File: src/rtl/cmp_mon_pkg.sv
// Shared constants and types for cmp_result_monitor: result codes, event codes, FSM states.
package cmp_mon_pkg;

    localparam logic [2:0] R_GT = 3'b100;
    localparam logic [2:0] R_EQ = 3'b010;
    localparam logic [2:0] R_LT = 3'b001;

    typedef enum logic [1:0] {
        EV_L = 2'b00,
        EV_E = 2'b01,
        EV_G = 2'b10
    } ev_code_t;

    typedef enum logic [1:0] {
        IDLE,
        RUN,
        FIRE
    } state_t;

    function automatic logic is_legal(input logic [2:0] r);
        return (r == R_GT) || (r == R_EQ) || (r == R_LT);
    endfunction

    function automatic ev_code_t to_ev(input logic [2:0] r);
        ev_code_t c;
        c = EV_L;
        if (r == R_GT) c = EV_G;
        else if (r == R_EQ) c = EV_E;
        return c;
    endfunction

endpackage

File: src/rtl/sat_counter.sv
// Saturating up-counter with synchronous clear; clear has priority over increment.
module sat_counter #(
    parameter int unsigned W = 8
) (
    input  logic         clk,
    input  logic         rst_n,
    input  logic         clr,
    input  logic         inc,
    output logic [W-1:0] q
);

    logic [W-1:0] q_q;
    logic [W-1:0] q_d;

    always_comb begin
        q_d = q_q;
        if (clr) begin
            q_d = '0;
        end else if (inc && (q_q != '1)) begin
            q_d = q_q + 1'b1;
        end
    end

    always_ff @(posedge clk or negedge rst_n) begin
        if (!rst_n) q_q <= '0;
        else        q_q <= q_d;
    end

    assign q = q_q;

endmodule

File: src/rtl/cmp_result_monitor.sv
// Comparator result monitor: per-class saturating counts, streak events via a one-entry buffer, sticky illegal-code flag.
// Define CMP_RESULT_MONITOR_TOTAL_EN to add the tot_cnt port (count of all accepted results).
module cmp_result_monitor
    import cmp_mon_pkg::*;
#(
    parameter int unsigned CNT_W      = 8,
    parameter int unsigned STREAK_LEN = 4
) (
    input  logic             clk,
    input  logic             rst_n,
    input  logic             in_valid,
    output logic             in_ready,
    input  logic [2:0]       in_r,
    input  logic             clr,
    output logic [CNT_W-1:0] g_cnt,
    output logic [CNT_W-1:0] e_cnt,
    output logic [CNT_W-1:0] l_cnt,
    output logic             ev_valid,
    input  logic             ev_ready,
    output logic [1:0]       ev_code,
`ifdef CMP_RESULT_MONITOR_TOTAL_EN
    output logic [CNT_W+1:0] tot_cnt,
`endif
    output logic             err
);

    state_t   state_q, state_d;
    logic [3:0] run_q, run_d;
    logic [3:0] run_nx;
    ev_code_t cls_q, cls_d;
    ev_code_t ev_code_q, ev_code_d;
    ev_code_t in_cls;
    logic     ev_valid_q, ev_valid_d;
    logic     err_q, err_d;
    logic     acc;
    logic     legal;

    assign in_ready = !ev_valid_q || ev_ready;
    assign acc      = in_valid && in_ready;
    assign legal    = is_legal(in_r);
    assign in_cls   = to_ev(in_r);

    sat_counter #(.W(CNT_W)) u_g_cnt (
        .clk(clk), .rst_n(rst_n), .clr(clr), .inc(acc && (in_r == R_GT)), .q(g_cnt)
    );
    sat_counter #(.W(CNT_W)) u_e_cnt (
        .clk(clk), .rst_n(rst_n), .clr(clr), .inc(acc && (in_r == R_EQ)), .q(e_cnt)
    );
    sat_counter #(.W(CNT_W)) u_l_cnt (
        .clk(clk), .rst_n(rst_n), .clr(clr), .inc(acc && (in_r == R_LT)), .q(l_cnt)
    );
`ifdef CMP_RESULT_MONITOR_TOTAL_EN
    sat_counter #(.W(CNT_W+2)) u_tot_cnt (
        .clk(clk), .rst_n(rst_n), .clr(clr), .inc(acc), .q(tot_cnt)
    );
`endif

    always_comb begin
        state_d    = state_q;
        run_d      = run_q;
        cls_d      = cls_q;
        ev_valid_d = ev_valid_q;
        ev_code_d  = ev_code_q;
        err_d      = err_q;
        run_nx     = 4'd1;

        if (ev_valid_q && ev_ready) ev_valid_d = 1'b0;

        // FIRE waits for a free buffer slot; a result accepted in the same cycle starts a fresh run.
        if ((state_q == FIRE) && in_ready) begin
            ev_valid_d = 1'b1;
            ev_code_d  = cls_q;
            run_d      = '0;
            state_d    = IDLE;
        end

        if (acc) begin
            if (!legal) begin
                err_d   = 1'b1;
                run_d   = '0;
                state_d = IDLE;
            end else begin
                if ((state_q == RUN) && (cls_q == in_cls)) begin
                    run_nx = run_q + 4'd1;
                end else begin
                    cls_d  = in_cls;
                    run_nx = 4'd1;
                end
                run_d   = run_nx;
                state_d = (run_nx == 4'(STREAK_LEN)) ? FIRE : RUN;
            end
        end

        if (clr) begin
            state_d    = IDLE;
            run_d      = '0;
            ev_valid_d = 1'b0;
            err_d      = 1'b0;
        end
    end

    always_ff @(posedge clk or negedge rst_n) begin
        if (!rst_n) begin
            state_q    <= IDLE;
            run_q      <= '0;
            cls_q      <= EV_L;
            ev_valid_q <= 1'b0;
            ev_code_q  <= EV_L;
            err_q      <= 1'b0;
        end else begin
            state_q    <= state_d;
            run_q      <= run_d;
            cls_q      <= cls_d;
            ev_valid_q <= ev_valid_d;
            ev_code_q  <= ev_code_d;
            err_q      <= err_d;
        end
    end

    assign ev_valid = ev_valid_q;
    assign ev_code  = ev_code_q;
    assign err      = err_q;

endmodule

File: config.mk
export PLATFORM = sky130hd
export DESIGN_NAME = cmp_result_monitor
export DESIGN_NICKNAME = d
export VERILOG_FILES = /design/src/rtl/cmp_mon_pkg.sv /design/src/rtl/sat_counter.sv /design/src/rtl/cmp_result_monitor.sv
export SDC_FILE = /design/constraint.sdc
export NUM_CORES = 1
export LEC_CHECK = 0
export ABC_CLOCK_PERIOD_IN_PS = 5700
export BUFFER_PORTS_ARGS = -buffer_cell sky130_fd_sc_hd__buf_2
export CAP_MARGIN = 20
export CORE_ASPECT_RATIO = 2
export CORE_MARGIN = 4
export CORE_UTILIZATION = 45
export DETAILED_ROUTE_END_ITERATION = 6
export PLACE_DENSITY = 0.77
export SKIP_CTS_REPAIR_TIMING = 1
export SLEW_MARGIN = 0
export SYNTH_ARGS = -nofsm -noshare
export SYNTH_HDL_FRONTEND = slang
export SYNTH_HIERARCHICAL = 1
export SYNTH_SLANG_ARGS = --single-unit
File: constraint.sdc
create_clock -name clk -period 5.7 [get_ports clk]
set_input_delay 0.285 -clock clk [delete_from_list [all_inputs] [get_ports clk]]
set_output_delay 0.285 -clock clk [all_outputs]
set_load 0.01 [all_outputs]
# Word-level counts from Yosys, hierarchy flattened
# Index checks and enable logic that the tools add are counted.
# Widths: inputs -> output; s select.
dict set report word_totals {
  reg_bits 36
  latchBits 0
  ramBits 0
  rom_bits 0
  n_memories 0
}
dict set report classes {
  n_addsub 4
  mul 0
  div 0
  magnitude_cmp 0
  n_eq_ne 11
  n_shift 0
  muxes 26
  n_bitwise 1
  n_reduce_logical 22
}
# operator count
set op_table {}
lappend op_table {{$mux 8} 6}
lappend op_table {{$mux 4} 7}
lappend op_table {{$add 8x1->8 const B} 3}
lappend op_table {{$ne 8x8->1 const B} 3}
lappend op_table {{$mux 2} 6}
lappend op_table {{$logic_and 1x1->1} 10}
lappend op_table {{$reduce_bool 2->1} 4}
lappend op_table {{$mux 1} 7}
lappend op_table {{$reduce_bool 3->1} 2}
lappend op_table {{$add 4x1->4 const B} 1}
lappend op_table {{$eq 4x3->1 const B} 1}
lappend op_table {{$eq 3x1->1 const B} 1}
lappend op_table {{$eq 3x2->1 const B} 1}
lappend op_table {{$eq 3x3->1 const B} 1}
lappend op_table {{$logic_or 1x1->1} 3}
lappend op_table {{$reduce_and 3->1} 1}
lappend op_table {{$eq 2x1->1 const B} 1}
lappend op_table {{$eq 2x2->1} 1}
lappend op_table {{$eq 2x2->1 const B} 1}
lappend op_table {{$ne 2x2->1 const B} 1}
lappend op_table {{$reduce_and 2->1} 1}
lappend op_table {{$logic_not 1->1} 1}
lappend op_table {{$not 1->1} 1}

# Longest topological paths before layout
# Gate-level depths: netlist of the first run.
dict set report logic_depth {
  ltp_word 13
  depth_mapped 8
}

# Cells and area by module
# Netlist of the first run, hierarchy kept.
# mod instances cells_each area_each_um2 seq_area_each_um2
set modules_own_cells {}
lappend modules_own_cells {sat_counter 3 49 464.2 200.2}
lappend modules_own_cells {cmp_result_monitor 1 82 818.3 300.3}

# Worst setup path before layout of the first run
# OpenSTA, ideal clock, no wires.
dict set report synth_timing {
  kind {register to register}
  startpoint {register ev_valid_q, in the netlist ev_valid}
  endpoint {register u_l_cnt.q_q[7], in the netlist u_l_cnt/q[7]}
  setup_time_ps 94
  arrival_time_ps 1817
  required_ps 5606
  path_slack_ps 3789
  path_stages_with_launch 9
  cell_sequence {dfrtp_1 > nand2b_1 > buf_2 > nand2_1 > nor4b_1 > buf_2 > nand3_1 > or3_1 > a211oi_1}
}
dict set report synth_via {
  elab_chain_cells 6
}
# element line
set synth_lines {}
lappend synth_lines {{from (decl)} cmp_result_monitor.sv:33} ;# logic ev_valid_q, ev_valid_d;
lappend synth_lines {{from (signal assigned)} cmp_result_monitor.sv:114} ;# ev_valid_q <= ev_valid_d;
lappend synth_lines {{$logic_not 1->1} cmp_result_monitor.sv:38} ;# assign in_ready = !ev_valid_q || ev_ready;
lappend synth_lines {{$logic_or 1x1->1} cmp_result_monitor.sv:38}
lappend synth_lines {{net in_ready} cmp_result_monitor.sv:12} ;# output logic in_ready,
lappend synth_lines {{$logic_and 1x1->1} cmp_result_monitor.sv:39} ;# assign acc = in_valid && in_ready;
lappend synth_lines {{$logic_and 1x1->1} cmp_result_monitor.sv:50} ;# .clk(clk), .rst_n(rst_n), .clr(clr), .inc(acc && (in_r == R_LT)), .q(l_cnt)
lappend synth_lines {{$logic_and 1x1->1} sat_counter.sv:19} ;# end else if (inc && (q_q != '1)) begin
lappend synth_lines {{$reduce_bool 2->1 (no line)} n/a}
lappend synth_lines {{to (signal assigned)} sat_counter.sv:26} ;# else q_q <= q_d;
lappend synth_lines {{to (decl)} sat_counter.sv:12} ;# logic [W-1:0] q_q;
# The timed path passes the listed nets, and every way through them passes these cells.
# A chain may end at the register's enable or synchronous reset.

# Worst setup path in the final report of the first run
dict set report layout_timing {
  startpoint {register ev_valid_q, in the netlist ev_valid}
  endpoint {register u_l_cnt.q_q[7], in the netlist u_l_cnt/q[7]}
}
dict set report layout_via {
  elab_chain_cells 6
}
# element line
set layout_lines {}
lappend layout_lines {{$logic_not 1->1} cmp_result_monitor.sv:38}
lappend layout_lines {{$logic_or 1x1->1} cmp_result_monitor.sv:38}
lappend layout_lines {{$logic_and 1x1->1} cmp_result_monitor.sv:39}
lappend layout_lines {{$logic_and 1x1->1} cmp_result_monitor.sv:50}
lappend layout_lines {{$logic_and 1x1->1} sat_counter.sv:19}
lappend layout_lines {{$reduce_bool 2->1 (no line)} n/a}
# Every way passes these cells.

==> results of run 1 <==
[final cells by class]
class / instances / area (sq um)
Timing Repair Buffer: 37 / 188
Sequential cell: 36 / 901
Inverter: 10 / 37.5
Tap cell: 55 / 68.8
Multi-Input combinational cell: 173 / 1210
Clock buffer: 6 / 72.6
Clock inverter: 2 / 35.0
Fill cell: 434 / 2180
[Yosys cell counts, drive strengths merged, types with 5 or more instances]
cell type / count
nand2: 10
mux2: 8
o21ai: 7
buf: 7
a31oi: 5
and4: 6
inv: 10
dfrtp: 36
a21oi: 12
nand3: 15
nor3b: 6
nor3: 14
nor2: 9
nand2b: 12
nor2b: 11
[path summary, 6_finish.rpt]
| kind | to | from | slack (ns) | cells after the start |
|---|---|---|---|---|
| worst max-delay path | u_l_cnt/q[7] | ev_valid | 3.52 | 7 |
| worst min-delay path | u_e_cnt/q[5] | rst_n | 0.09 | 1 |
| worst max register to register | u_l_cnt/q[7] | ev_valid | 3.52 | 7 |
| worst min register to register | ev_code[1] | ev_code[1] | 0.49 | 2 |
| max in group asynchronous | u_l_cnt/q[5] | rst_n | 5.08 | 1 |
| min in group clk | err | in_valid | 0.35 | 3 |
[worst max-delay path: stages (launching register included)]
cell and delay [ns]:
dfrtp_1 0.37, nand2b_1 0.29, nand2_1 0.16, nor4b_1 0.37
buf_4 0.23, nand3_1 0.13, or3_1 0.33, a211oi_1 0.22
[metal layers]
metal | global-route usage | vias to the layer above
li1 | - | 924
met1 | 0.180 | 912
met2 | 0.307 | 26
met3 | 0.0301 | 7
met4 | 0.0746 | 0
met5 | 0 | -
[per-stage QoR]
stage | hold WS [ns] | instance area, sq um | power [mW] | cells | setup slack (ns)
2_1_floorplan | -0.0106 | 2210 | 0.306 | 229 | 3.79
3_3_place_gp | 0.432 | 2400 | 0.321 | 311 | 3.53
3_5_place_dp | 0.434 | 2400 | 0.322 | 311 | 3.48
4_1_cts | 0.109 | 2510 | 0.549 | 319 | 3.50
5_1_grt | 0.157 | 2510 | 0.566 | 319 | 3.24
6_report | 0.0919 | 2510 | 0.542 | 319 | 3.52
[logic make-up (layout without fill, tap and decap cells)]
group,Yosys count,count (layout),share of synthesized area
xor gates and xnor gates,3,3,0.0119
DFF,36,36,0.407
buffers and inverters,20,55,0.0464
adders and majority gates,4,4,0.0226
and+or+nand+nor,105,105,0.301
muxes,12,12,0.0606
AOI/OAI and AO/OA,49,49,0.151
[sequential cells by signal, summed over array words and instances, names as in the netlist]
| signal | flops |
|---|---|
| u_g_cnt/q | 8 |
| ev_valid | 1 |
| err | 1 |
| ev_code | 2 |
| u_e_cnt/q | 8 |
| run_q | 4 |
| u_l_cnt/q | 8 |
| state_q | 2 |
| cls_q | 2 |
[power by group through the flow]
stage / combinational, mW / sequential, mW / clock (mW)
2_1_floorplan: 0.0329 / 0.273 / 0
3_3_place_gp: 0.0468 / 0.274 / 0
3_5_place_dp: 0.0479 / 0.274 / 0
4_1_cts: 0.0481 / 0.269 / 0.232
5_1_grt: 0.0530 / 0.271 / 0.242
6_report: 0.0476 / 0.270 / 0.225
==> flow_summary.yaml, run 1 <==
sta:
  finalSetupViolations: 0
  slew_violations: 0
  max_freq_mhz: 459
  fin_skew_ns: 0.00912
  slew_headroom: 0.437
  worst_pin_slew_ns: 0.844
  min_period_over_period: 0.382
  fin_crit_ns: 2.18
  setup_tns_ns: 0
  rsz0062_at_grt: "false"
  hold_viol_final: 0
logic_synthesis:
  synth_area_per_cell_sq_um: 9.65
  synthArstFlopShare: 1.00
  yosys-top-cells-area: "dfrtp_1 (41%), nand2b_1 (3.4%), nor3_1 (3.2%)"
  yosysSeqAreaShare: 0.407
  syn-cell-area_sq_um: 2210
  yosysTopAreaCellShare: 0.407
  synth-seq-cells: 36
  syn_nets: 241
  yosysWarnings: 6
  postSynth.topFlopCell: "dfrtp_1"
  synth_cell_type_count: 50
  synth.largest_area_cell: "dfrtp_1"
  synth_edf_count: 0
  syn_inst: 229
floorplan:
  core_area_sq_um: 4690
  start_util: 0.472
  dieArea_sq_um: 6170
  die_y_microns: 107
  die_x_microns: 57.6
  io_pins: 37
  std_cell_rows: 35
route:
  dr.pass1.iters: 4
  top_layer: "met4"
  wire_per_inst_microns: 15.3
  met3_length_microns: 162
  viasPerCell: 5.86
  wl_met1_microns: 1830
  drtIter0Drc: 65
  vias: 1869
  postRouteWirelength_microns: 4870
  ant_nets: 0
  route.met2.wl_microns: 2780
  route.detailed.drc: 0
cts:
  cts_root_buf: "clkbuf_8"
  cts_made_buffers: 5
  cts_sinks: 36
  clk_latency_ns: 0.30
  cts_tree: "yes"
  cts_max_path_buffers: 2
  clk_pin_slew_ns: 0.08
  htreeDepth: 2
pwr:
  p_per_area_nw_per_um2: 216
  seqPwrFrac: 0.497
  p_comb_frac: 0.088
  clockPowerShare: 0.415
  power_leakage_nw: 1.14
  swShare: 0.246
  p_sw_mw: 0.133
  intPower_mw: 0.409
  ir_worst_vdd_uv: 183
run:
  max_cap_viol_count: 0
critical_path:
  crit_type: "reg2reg"
  crit_arrival_ns: 2.39
  worst_setup_path_end_kind: "register"
  critPathMaxFanout: 11
  worstPathRequired_ns: 5.91
  worst_setup_path_start_kind: "register"
min_path:
  hold_path_class: "in2async"
global_route:
  grt_pass1_vias: 1733
  grtUsageTotal: 0.168
  overflow: 0
  grt_first_pass_wirelength_microns: 8060
  grt_max_degree: 37
  antenna_found_initial: 0
cells_and_area:
  final_cell_mix: "dfrtp_1 (36), buf_2 (36), nor3_1 (14)"
  fin_nets: 275
  layout-drive-gt1-share: 0.231
  syn2layout_area_growth_pct: 13.5
  antennaDiodeCount: 0
  utilization: 0.536
run_status:
  outcome: "completed"
place:
  gp_congestion: 0.763
  hpwl_microns: 3510
  io_buffers: 36
Note: power is estimated with default switching activity, not from simulation.
==> inputs of run 2 (changes only) <==
--- a/config.mk
+++ b/config.mk
@@ -5,7 +5,8 @@
 export SDC_FILE = /design/constraint.sdc
 export NUM_CORES = 1
 export LEC_CHECK = 0
-export ABC_CLOCK_PERIOD_IN_PS = 5700
+export ABC_AREA = 1
+export ABC_CLOCK_PERIOD_IN_PS = 2100
 export BUFFER_PORTS_ARGS = -buffer_cell sky130_fd_sc_hd__buf_2
 export CAP_MARGIN = 20
 export CORE_ASPECT_RATIO = 2
==> constraint.sdc (replaced) <==
create_clock -name clk -period 2.1 [get_ports clk]
set_input_delay 0.105 -clock clk [delete_from_list [all_inputs] [get_ports clk]]
set_output_delay 0.105 -clock clk [all_outputs]
set_load 0.01 [all_outputs]
==> flow_summary.yaml, run 2 <==
cts:
  clk_latency_ns: 0.29
  cts_sinks: 36
  cts_tree: "yes"
  cts_max_path_buffers: 2
  cts_made_buffers: 5
  htreeDepth: 2
  clk_pin_slew_ns: 0.07
  cts_root_buf: "clkbuf_8"
route:
  route.detailed.drc: 0
  ant_nets: 0
  drtIter0Drc: 86
  wire_per_inst_microns: 12.8
  postRouteWirelength_microns: 5270
  vias: 2135
  dr.pass1.iters: 4
  viasPerCell: 5.18
logic_synthesis:
  yosys-top-cells-area: "dfrtp_1 (39%), nand2_1 (16%), nand3_1 (6.8%)"
  postSynth.topFlopCell: "dfrtp_1"
  synthArstFlopShare: 1.00
  yosysMostFrequentCell: "nand2_1"
  syn-cell-area_sq_um: 2280
  yosysSeqAreaShare: 0.394
  synth-seq-cells: 36
  syn_nets: 322
  synth_edf_count: 0
  synth_cell_type_count: 26
  synth.largest_area_cell: "dfrtp_1"
  yosysTopAreaCellShare: 0.394
  yosysWarnings: 6
  synthTopCellsByCount: "nand2_1 (95), inv_1 (41), dfrtp_1 (36)"
  synth_area_per_cell_sq_um: 7.37
  syn_inst: 310
critical_path:
  worst_setup_path_end_kind: "register"
  worst_setup_path_start_kind: "register"
  worstPathRequired_ns: 2.29
  crit_arrival_ns: 1.86
  crit_type: "reg2reg"
  critPathMaxFanout: 4
cells_and_area:
  layout-drive-gt1-share: 0.239
  syn2layout_area_growth_pct: 15.4
  final_common_cell: "nand2_1"
  antennaDiodeCount: 0
  fin_nets: 366
  final_cell_mix: "nand2_1 (95), inv_1 (41), dfrtp_1 (36), buf_2 (36), nand3_1 (31)"
place:
  hpwl_microns: 3990
  io_buffers: 36
  gp_congestion: 0.819
sta:
  slew_headroom: 0.436
  fin_crit_ns: 1.66
  finalSetupViolations: 0
  min_period_over_period: 0.792
  setup_tns_ns: 0
  max_freq_mhz: 601
  rsz0062_at_grt: "false"
  slew_violations: 0
  worst_pin_slew_ns: 0.845
  fin_skew_ns: 0.00451
  hold_viol_final: 0
pwr:
  total_power_mw: 1.45
  power_leakage_nw: 1.34
  ir_worst_vdd_uv: 429
  p_per_area_nw_per_um2: 551
global_route:
  grt_max_degree: 37
  overflow: 0
  grt_pass1_vias: 2147
  grt_first_pass_wirelength_microns: 8960
  antenna_found_initial: 0
  grtUsageTotal: 0.183
floorplan:
  die_x_microns: 58.4
  dieArea_sq_um: 6350
  std_cell_rows: 36
  io_pins: 37
  die_y_microns: 109
  start_util: 0.465
  core_area_sq_um: 4910
min_path:
  hold_path_class: "in2reg"
run:
  max_cap_viol_count: 0
run_status:
  outcome: "completed"
==> run 2: changes by cell type after synthesis, moves of 11 or more <==
| cell | delta |
|---|---|
| inv_1 | +31 |
| nand2_1 | +85 |
| nand3_1 | +19 |
| nand2b_1 | -12 |
| nor2b_1 | -11 |
| nor2_1 | +13 |
==> run 2: path summary, 6_finish.rpt <==
kind	startpoint	end	slack [ns]	cells after the start
worst max register to register	ev_valid	u_e_cnt/q[7]	0.44	10
min in group asynchronous	rst_n	u_g_cnt/q[6]	0.45	2
worst min register to register	ev_code[1]	ev_code[1]	0.48	2
worst min-delay path	ev_ready	ev_valid	0.12	4
max in group asynchronous	rst_n	u_e_cnt/q[2]	1.12	2
worst max-delay path	ev_valid	u_e_cnt/q[7]	0.44	10
==> run 2: report_power, final <==
group          switching [mW]  leakage (nW)  internal (mW)  total (mW)
clock                   0.260        0.0455          0.268       0.528
combinational           0.124         0.803         0.0623       0.186
sequential             0.0249         0.488          0.715       0.740
total                   0.408          1.34           1.05        1.45
==> run 2: cell type report <==
type | count | area [sq um]
clock buffers | 8 | 90.1
fillers | 480 | 2270
inverters | 47 | 191
multi-input cells | 227 | 1190
flip-flops and latches | 36 | 901
well taps | 57 | 71.3
repair buffers | 37 | 190
==> run 2: per-stage QoR <==
| step | instances | util | cell area [sq um] | hold WS, ns | setup WS [ns] |
|---|---|---|---|---|---|
| finish | 412 | 0.537 | 2640 | 0.122 | 0.436 |
| detailed placement | 403 | 0.517 | 2540 | 0.268 | 0.456 |
| global placement | 403 | 0.517 | 2540 | 0.243 | 0.521 |
| floorplan | 310 | - | 2280 | -0.191 | 0.605 |
| global route | 412 | 0.537 | 2640 | 0.139 | 0.231 |
| CTS | 411 | 0.535 | 2630 | -0.0633 | 0.445 |
==> run 2: cell families after synthesis <==
logic type | Yosys count | share of synthesized area
simple gates | 187 | 0.399
buf+inv | 47 | 0.0838
flops | 36 | 0.394
compound gates | 35 | 0.0975
fa+ha+maj | 4 | 0.0219
xor+xnor | 1 | 0.00383
==> run 2: worst max-delay path: stages (launching register included) <==
cell	delay, ns
dfrtp_1	0.38
inv_1	0.09
nor2_4	0.05
nor2_4	0.14
inv_2	0.08
nor2_1	0.21
inv_1	0.10
a21oi_1	0.29
nand3_1	0.11
nand2_1	0.08
inv_1	0.04
==> run 2: per-layer routing <==
| metal | routed length, microns | vias up | global-route usage |
|---|---|---|---|
| met4 | 136 | 0 | 0.106 |
| met2 | 3010 | 54 | 0.348 |
| met1 | 1880 | 1000 | 0.170 |
| met5 | 0 | - | 0 |
| li1 | - | 1070 | - |
| met3 | 243 | 11 | 0.0403 |
